[src/rtl/sha256_pkg.sv]
// Shared definitions for the SHA-256 message padder: block geometry, message type and FSM states.
package sha256_pkg;

  localparam int BLOCK_W             = 512;
  localparam int NIBBLES             = 128;
  localparam int LEN_FIELD_W         = 64;
  localparam int SINGLE_BLK_MAX_BITS = 444;
  localparam int MSG_MAX_BITS        = 512;

  typedef logic [NIBBLES-1:0][3:0] nibble_msg_t;

  typedef enum logic [1:0] {
    IDLE = 2'd0,
    BLK0 = 2'd1,
    BLK1 = 2'd2
  } pad_state_t;

  // Marker plus 64-bit length no longer fit behind the message in one block.
  function automatic logic needs_two_blocks(input logic [9:0] len_bits);
    return (len_bits > 10'(SINGLE_BLK_MAX_BITS));
  endfunction

endpackage

[src/rtl/sha256_pad_block_builder.sv]
// Combinational builder of one padded 512-bit block from (message, bit length, block index).
module sha256_pad_block_builder
  import sha256_pkg::*;
#(
  parameter int LEN_W = 64
) (
  input  nibble_msg_t          msg,
  input  logic [9:0]           len_bits,
  input  logic                 blk_idx,
  output logic [BLOCK_W-1:0]   block
);

  logic [7:0]         nib_len_s;
  logic [BLOCK_W-1:0] body_s;
  logic               is_final_s;

  assign nib_len_s  = len_bits[9:2];
  assign is_final_s = blk_idx | ~needs_two_blocks(len_bits);

  // Global nibble index is {blk_idx, j}; message below the marker, zeros after it.
  always_comb begin
    body_s = '0;
    for (int j = 0; j < NIBBLES; j++) begin
      if ({blk_idx, 7'(j)} < nib_len_s) begin
        body_s[BLOCK_W-1-4*j -: 4] = msg[j];
      end else if ({blk_idx, 7'(j)} == nib_len_s) begin
        body_s[BLOCK_W-1-4*j -: 4] = 4'h8;
      end else begin
        body_s[BLOCK_W-1-4*j -: 4] = 4'h0;
      end
    end
  end

  assign block = is_final_s ? {body_s[BLOCK_W-1:LEN_W], LEN_W'(len_bits)} : body_s;

endmodule

[src/rtl/sha256_msg_padder.sv]
// SHA-256 message padder: accepts (mess, size) and streams one or two padded blocks.
// Optional size checking is enabled by defining SHA256_PAD_SIZE_CHECK_EN.
module sha256_msg_padder
  import sha256_pkg::*;
#(
  parameter int MAX_NIBBLES = 128,
  parameter int LEN_FIELD_W = 64
) (
  input  logic                        clk,
  input  logic                        rst_n,
  input  logic                        in_valid,
  output logic                        in_ready,
  input  logic [MAX_NIBBLES-1:0][3:0] mess,
  input  logic [31:0]                 size,
  output logic                        out_valid,
  input  logic                        out_ready,
  output logic [BLOCK_W-1:0]          out_block,
  output logic                        out_first,
  output logic                        out_last,
  output logic                        size_err
);

  pad_state_t         state_q, state_d;
  nibble_msg_t        msg_q, msg_d;
  logic [9:0]         len_q, len_d;
  logic               out_valid_q, out_valid_d;
  logic               out_first_q, out_first_d;
  logic               out_last_q, out_last_d;
  logic [BLOCK_W-1:0] out_block_q, out_block_d;
  logic               size_err_q, size_err_d;

  logic [9:0]         in_len_s;
  logic               size_over_s;
  logic               size_bad_s;
  nibble_msg_t        bld_msg_s;
  logic [9:0]         bld_len_s;
  logic               bld_idx_s;
  logic [BLOCK_W-1:0] bld_block_s;

  assign size_over_s = (|size[31:10]) | (size[9:0] > 10'd512);

  always_comb begin
    if (size_over_s) begin
      in_len_s = 10'd512;
    end else begin
      in_len_s = {size[9:2], 2'b00};
    end
  end

`ifdef SHA256_PAD_SIZE_CHECK_EN
  assign size_bad_s = size_over_s | (size[1:0] != 2'b00);
`else
  assign size_bad_s = 1'b0;
`endif

  // In IDLE the builder sees the incoming message so block 0 is ready one cycle after accept.
  always_comb begin
    bld_msg_s = msg_q;
    bld_len_s = len_q;
    bld_idx_s = 1'b1;
    if (state_q == IDLE) begin
      bld_msg_s = mess;
      bld_len_s = in_len_s;
      bld_idx_s = 1'b0;
    end else begin
      bld_msg_s = msg_q;
      bld_len_s = len_q;
      bld_idx_s = 1'b1;
    end
  end

  sha256_pad_block_builder #(.LEN_W(LEN_FIELD_W)) u_builder (
    .msg      (bld_msg_s),
    .len_bits (bld_len_s),
    .blk_idx  (bld_idx_s),
    .block    (bld_block_s)
  );

  always_comb begin
    state_d     = state_q;
    msg_d       = msg_q;
    len_d       = len_q;
    out_valid_d = out_valid_q;
    out_first_d = out_first_q;
    out_last_d  = out_last_q;
    out_block_d = out_block_q;
    size_err_d  = 1'b0;
    case (state_q)
      IDLE: begin
        if (in_valid && size_bad_s) begin
          size_err_d = 1'b1;
        end else if (in_valid) begin
          msg_d       = mess;
          len_d       = in_len_s;
          out_valid_d = 1'b1;
          out_first_d = 1'b1;
          out_last_d  = ~needs_two_blocks(in_len_s);
          out_block_d = bld_block_s;
          state_d     = BLK0;
        end else begin
          state_d = IDLE;
        end
      end
      BLK0: begin
        if (out_ready && needs_two_blocks(len_q)) begin
          out_first_d = 1'b0;
          out_last_d  = 1'b1;
          out_block_d = bld_block_s;
          state_d     = BLK1;
        end else if (out_ready) begin
          out_valid_d = 1'b0;
          out_first_d = 1'b0;
          out_last_d  = 1'b0;
          state_d     = IDLE;
        end else begin
          state_d = BLK0;
        end
      end
      BLK1: begin
        if (out_ready) begin
          out_valid_d = 1'b0;
          out_first_d = 1'b0;
          out_last_d  = 1'b0;
          state_d     = IDLE;
        end else begin
          state_d = BLK1;
        end
      end
      default: begin
        out_valid_d = 1'b0;
        out_first_d = 1'b0;
        out_last_d  = 1'b0;
        state_d     = IDLE;
      end
    endcase
  end

  // State and registered outputs; reset discards any latched message.
  always_ff @(posedge clk or negedge rst_n) begin
    if (!rst_n) begin
      state_q     <= IDLE;
      msg_q       <= '0;
      len_q       <= 10'd0;
      out_valid_q <= 1'b0;
      out_first_q <= 1'b0;
      out_last_q  <= 1'b0;
      out_block_q <= '0;
      size_err_q  <= 1'b0;
    end else begin
      state_q     <= state_d;
      msg_q       <= msg_d;
      len_q       <= len_d;
      out_valid_q <= out_valid_d;
      out_first_q <= out_first_d;
      out_last_q  <= out_last_d;
      out_block_q <= out_block_d;
      size_err_q  <= size_err_d;
    end
  end

  assign in_ready  = (state_q == IDLE);
  assign out_valid = out_valid_q;
  assign out_first = out_first_q;
  assign out_last  = out_last_q;
  assign out_block = out_block_q;
  assign size_err  = size_err_q;

endmodule

[config.mk]
export PLATFORM = sky130hd
export DESIGN_NAME = sha256_msg_padder
export DESIGN_NICKNAME = d
export VERILOG_FILES = /design/src/rtl/sha256_pkg.sv /design/src/rtl/sha256_pad_block_builder.sv /design/src/rtl/sha256_msg_padder.sv
export SDC_FILE = /design/constraint.sdc
export NUM_CORES = 2
export LEC_CHECK = 0
export CORE_AREA = 2 2 412 414
export CTS_BUF_LIST = sky130_fd_sc_hd__clkbuf_8
export DETAILED_ROUTE_END_ITERATION = 10
export DIE_AREA = 0 0 414 416
export REMOVE_ABC_BUFFERS = 1
export SYNTH_ARGS = -nofsm -noshare
export SYNTH_HDL_FRONTEND = slang
export SYNTH_SLANG_ARGS = --single-unit
[constraint.sdc]
create_clock -name clk -period 3.1 [get_ports clk]
set_input_delay 0.465 -clock clk [delete_from_list [all_inputs] [get_ports clk]]
set_output_delay 0.465 -clock clk [all_outputs]
set_load 0.01 [all_outputs]
======== Yosys cells after proc, flatten, opt, wreduce, memory -nomap -nowiden ========
Cells that the tools add are included.
word-level totals
  bits in registers ....................... 1,039
  bits of input ports ..................... 548
  output and inout bits ................... 517
  logic and storage cells ................. 690
cells by class
  $lt $le $gt $ge ......................... 132
  eq/ne operators ......................... 133
  multiplexer cells ....................... 280
  bitwise operators ....................... 4
  reduce and logical (&&, ||, !) cells .... 7
operators with widths
  kind                  number
  $mux 512              3
  $eq 8x8->1            128
  $lt 8x8->1            128
  $mux 4                256
  $pmux 512 s2          1
  $mux 64               1
  $gt 10x9->1 const B   3
  $reduce_or 22->1      1
  $mux 10               2
  $mux 1                11
  $gt 10x10->1 const B  1
  $pmux 1 s3            3
  $ne 2x2->1 const B    3
  $pmux 2 s3            1
  $mux 2                2
  $reduce_and 2->1      2
  $reduce_and 3->1      1
  $eq 2x1->1 const B    1
  $eq 2x2->1 const B    1
  $logic_not 2->1       1
  $not 1->1             2
  $or 1x1->1            2
  $reduce_bool 2->1     1
  $logic_and 1x1->1     1

======== Logic depth before layout (Yosys ltp) ========
  word-level depth ........................ 10
  depth in mapped cells ................... 12
  depth with buffers taken out ............ 9

======== Hierarchy ========
Synthesis repeated with hierarchy kept, for this count alone.
unflattened totals
  cells, all modules ...................... 7,836
  area total of the unflattened synthesis .. 64,516.9 um^2
modules (own cells, without submodules)
  module                    instances  cells an instance  area each (um^2)  seq. area each (um^2)
  sha256_msg_padder         1          6,928              59,006.6          25,949.9
  sha256_pad_block_builder  1          908                5,510.3           0.0

======== Worst setup path before layout ========
OpenSTA, ideal clock, no wires.
  path kind ............................... flip-flop to flip-flop
  from .................................... register state_q[0]
  to ...................................... register out_block_q[227] (netlist: out_block[227])
  setup time .............................. 0.134 ns
  arrival time ............................ 2.618 ns
  path slack .............................. 0.348 ns
  stages on the path, launching flop included .. 12
  buffers on the path ..................... 3
  clock period less this slack ............ 2.752 ns
  cells stage by stage .................... dfrtp_1 inv_1 ha_1 nor2b_1 buf_2 and3_1 a21oi_2 buf_4 o21ai_0 clkbuf_1 a2111oi_0 o21ai_0
on the way
  cells in the longest elaborated chain, start to end .. 7
  elaborated cells between the ends (all ways) .. 16
  classes of those cells .................. order compare: 1; eq/ne: 4; mux: 8; reduce/logical: 3
ends and longest elaborated chain
  what                                                                line                      source
  from (decl)                                                         sha256_msg_padder.sv:23   pad_state_t state_q, state_d;
  from (signal assigned)                                              sha256_msg_padder.sv:150  state_q <= state_d;
  $logic_not 2->1 *                                                   n/a
  net in_ready                                                        sha256_msg_padder.sv:12   output logic in_ready,
  parallel branches: the longest is 6 deep, another holds $lt 8x8->1  n/a
  to (signal assigned)                                                sha256_msg_padder.sv:156  out_block_q <= out_block_d;
  to (decl)                                                           sha256_msg_padder.sv:29   logic [BLOCK_W-1:0] out_block_q, out_block_d;
Mark *: on every way through the listed nets, which the timed path passes. The select of a mux whose other input is x is not followed.
A chain may end at the register's enable or synchronous reset.

======== Worst setup path in the final report ========
  from .................................... register state_q[0]
  to ...................................... register out_block_q[115] (netlist: out_block[115])
on the way
  cells in the longest elaborated chain, start to end .. 7
  elaborated cells between the ends (all ways) .. 16
  classes of those cells .................. order compare: 1; eq/ne: 4; mux: 8; reduce/logical: 3
ends and longest elaborated chain
  what
  parallel branches: the longest is 7 deep, another holds $lt 8x8->1
Several ways; the timed one is not identified. The select of a mux whose other input is x is not followed.

==> flow_summary_export.csv <==
group,metric,value,unit
route,first_iter_violations,3302,
global_route,grt_antenna_before_repair,43,
pwr,p_leak,33.9,nW
route,drtAntennaViolNets,0,
timing,fin_crit,3.03,ns
placed_design,place.gp.congestion,0.903,
route,drcViolationCount,0,
route,wl,220000,um
setup_path,slowest_stage,"dfrtp_1",
setup_path,cp-startpoint,"state_q[0]$_DFF_PN0_",
placed_design,port_buffers,1063,
yosys,ys_seq_area_frac,0.566,
yosys,synth-edff-count,0,
setup_path,worst_r2r_startpoint,"state_q[0]$_DFF_PN0_",
setup_path,crit_chain,"inv_1 > ha_4 > nor2b_1 > buf_4 > and3_1 > buf_4 > a31o_4 > nor2_1 > nand2_2 > buf_12 > o21ai_0 > buf_4 > o221ai_1",
clock_network,htree_levels,4,
route,route.detailed.wl_per_inst,24.1,um
timing,relSlewSlack,0.317,
run_status,status,"finished, final reports clean",
route,via_per_inst,4.81,
layout,drive_above_1_share,0.124,
floorplanning,rows,151,
global_route,grt_max_degree,135,
floorplanning,chipHeight,416,um
min_path,hold_start,"mess[406]",
clock_network,tritoncts,"yes",
timing,fmax,331,MHz
setup_path,crit_family,"simple AND/OR/NAND/NOR gates",
timing,setup_slack,0.0747,ns
pwr,power_density,1020,nW/um^2
min_path,hp-class,"in2reg",
yosys,synthDistinctLibCells,69,
setup_path,r2r_cells,13,
setup_path,cp_slowest_stage_delay,0.35,ns
job,cap_violations,0,
global_route,first_global_vias,44500,
global_route,grt_usage,0.250,
placed_design,place_ws,-1.59,ns
clock_network,clk_path_buf_depth,3,
setup_path,start_kind,"register",
setup_path,cp.depth,13,
route,drt_first_pass_iters,8,
timing,final_max_slew_viol_count,0,
yosys,synth_cells,4859,
layout,fin_nets,7304,
layout,final_common_cell,"nand2_1",
timing,finalSetupViolCount,0,
clock_network,ctsRootBufferMaster,"clkbuf_8",
floorplanning,start_util,0.269,
layout,syn2layout_area_growth,57.9,%
yosys,synth-main-ff-cell,"dfrtp_1",
timing,grt_setup_unrepaired,"true",
timing,hold_viol,0,
setup_path,cp_num_buf_inv,5,
timing,worstMarginPinSlew,1.02,ns
setup_path,cp_max_fo,9,
clock_network,cts.clk_slew.worst_paths,0.06,ns
setup_path,cp.arrival,3.84,ns
floorplanning,die_x,414,um
clock_network,clkSinkCount,1022,
floorplanning,dieArea,172000,sq um
pwr,peakVddDrop,0.000719,V
yosys,synthArstFlopShare,1.00,
timing,skew,0.0470,ns
timing,fin_crit_sh,0.976,
clock_network,clock_latency,0.98,ns
yosys,syn_area,45200,sq um
route,vias,44000,
setup_path,end_kind,"register",
yosys,syn_avg_cell_area,9.30,sq um
global_route,grt_first_pass_wirelength,317000,um
yosys,ys_ff_latch,1022,
setup_path,required,3.92,ns
floorplanning,coreArea,168000,sq um
setup_path,crit_top_cell,"buf_4",
timing,fin_setup_tns,0,ns
layout,mostFrequentLayoutCells,"2072 x nand2_1, 1060 x clkdlybuf4s50_1, 1022 x dfrtp_1, 467 x dlygate4sd3_1, 465 x o21ai_0",
floorplanning,io_pins,1065,
yosys,yosysWarnings,0,
min_path,min_path_cells,3,
setup_path,crit_type,"reg2reg",
placed_design,hpwl,160000,um
clock_network,numCtsBuffers,185,
global_route,grt-ovfl-total,0,
[per-stage QoR]
stage          cells  utilization  cell area [sq um]  total power [W]  hold WS, ns
5_1_grt         9132        0.424              71300           0.0769       0.0786
6_report        9139        0.424              71400           0.0725        0.131
3_3_place_gp    8292        0.370              62100           0.0571        0.449
2_1_floorplan   4574            -              44000           0.0259        0.169
4_1_cts         9107        0.423              71100           0.0730      0.00521
3_5_place_dp    8292        0.370              62100           0.0578        0.455
[cell type report]
type / instances / area, sq um
clock inverters: 100 / 671
multi-input cells: 3544 / 18900
diodes: 23 / 57.6
clock buffers: 233 / 3210
fillers: 16200 / 96800
inverters: 8 / 30.0
repair buffers: 1991 / 20200
well taps: 2218 / 2780
flip-flops and latches: 1022 / 25600
[cells by family (layout without fill, tap and decap cells)]
group / count (synthesis) / count (layout) / share of synthesized area
compound gates: 763 / 763 / 0.101
fa+ha+maj: 4 / 4 / 0.00111
buf+inv: 293 / 2332 / 0.0258
flops: 1022 / 1022 / 0.566
mux: 472 / 472 / 0.105
other cells: 1 / 24 / 0.0000830
simple gates: 2304 / 2304 / 0.201
[final timing paths]
| kind | to | slack, ns |
|---|---|---|
| worst min-delay path | msg_q[406]$_DFFE_PN0P_ | 0.13 |
| max in group asynchronous | out_block[405]$_DFFE_PN0P_ | 2.19 |
| worst max register to register | out_block[115]$_DFFE_PN0P_ | 0.07 |
| min in group asynchronous | out_block[241]$_DFFE_PN0P_ | 0.26 |
| worst max-delay path | out_block[115]$_DFFE_PN0P_ | 0.07 |
| worst min register to register | msg_q[475]$_DFFE_PN0P_ | 0.47 |
[power by group]
group	switching (W)	internal [W]
Clock	0.00626	0.00730
Sequential	0.00312	0.0193
Combinational	0.0211	0.0154
Total	0.0305	0.0420
[flip-flops by register name, indices dropped and copies added (netlist names)]
name	flops
state_q	2
len_q	8
out_last	1
out_block	512
msg_q	497
out_valid	1
out_first	1
[cell usage after synthesis, types with 22 or more instances]
| cell type | instances | area, sq um |
|---|---|---|
| mux2i_1 | 450 | 4500 |
| dfrtp_1 | 1022 | 25600 |
| clkbuf_1 | 229 | 860 |
| mux2_2 | 22 | 248 |
| buf_2 | 28 | 140 |
| a21oi_1 | 42 | 210 |
| nor2b_1 | 22 | 138 |
| nand2_1 | 2079 | 7800 |
| and3_1 | 31 | 194 |
| o21ai_1 | 41 | 205 |
| o21ai_0 | 476 | 2380 |
| nor2_1 | 81 | 304 |
[per-layer routing]
metal / vias up / global-route usage / share of wire
met3: 470 / 0.0649 / 0.069
met4: 22 / 0.124 / 0.054
li1: 20000 / - / -
met1: 21800 / 0.307 / 0.40
met5: - / 0 / 0.00068
met2: 1685 / 0.408 / 0.47
[worst register-to-register path, delay by kind of cell (launching register included)]
kind | cells | cell delay [ns]
compound gates | 3 | 0.65
fa+ha+maj | 1 | 0.21
buf+inv | 5 | 0.81
flops | 1 | 0.35
simple gates | 4 | 0.84
[what timing repair did]
action                                 CTS  global route
pin swaps                                8            10
gates resized for setup                 26            30
hold buffers                           468             0
setup buffers                            9             9
endpoints found under the hold margin  766             0
cloned                                   5             0
setup endpoints to repair              397            99
Power figures use the tool's default switching activity.
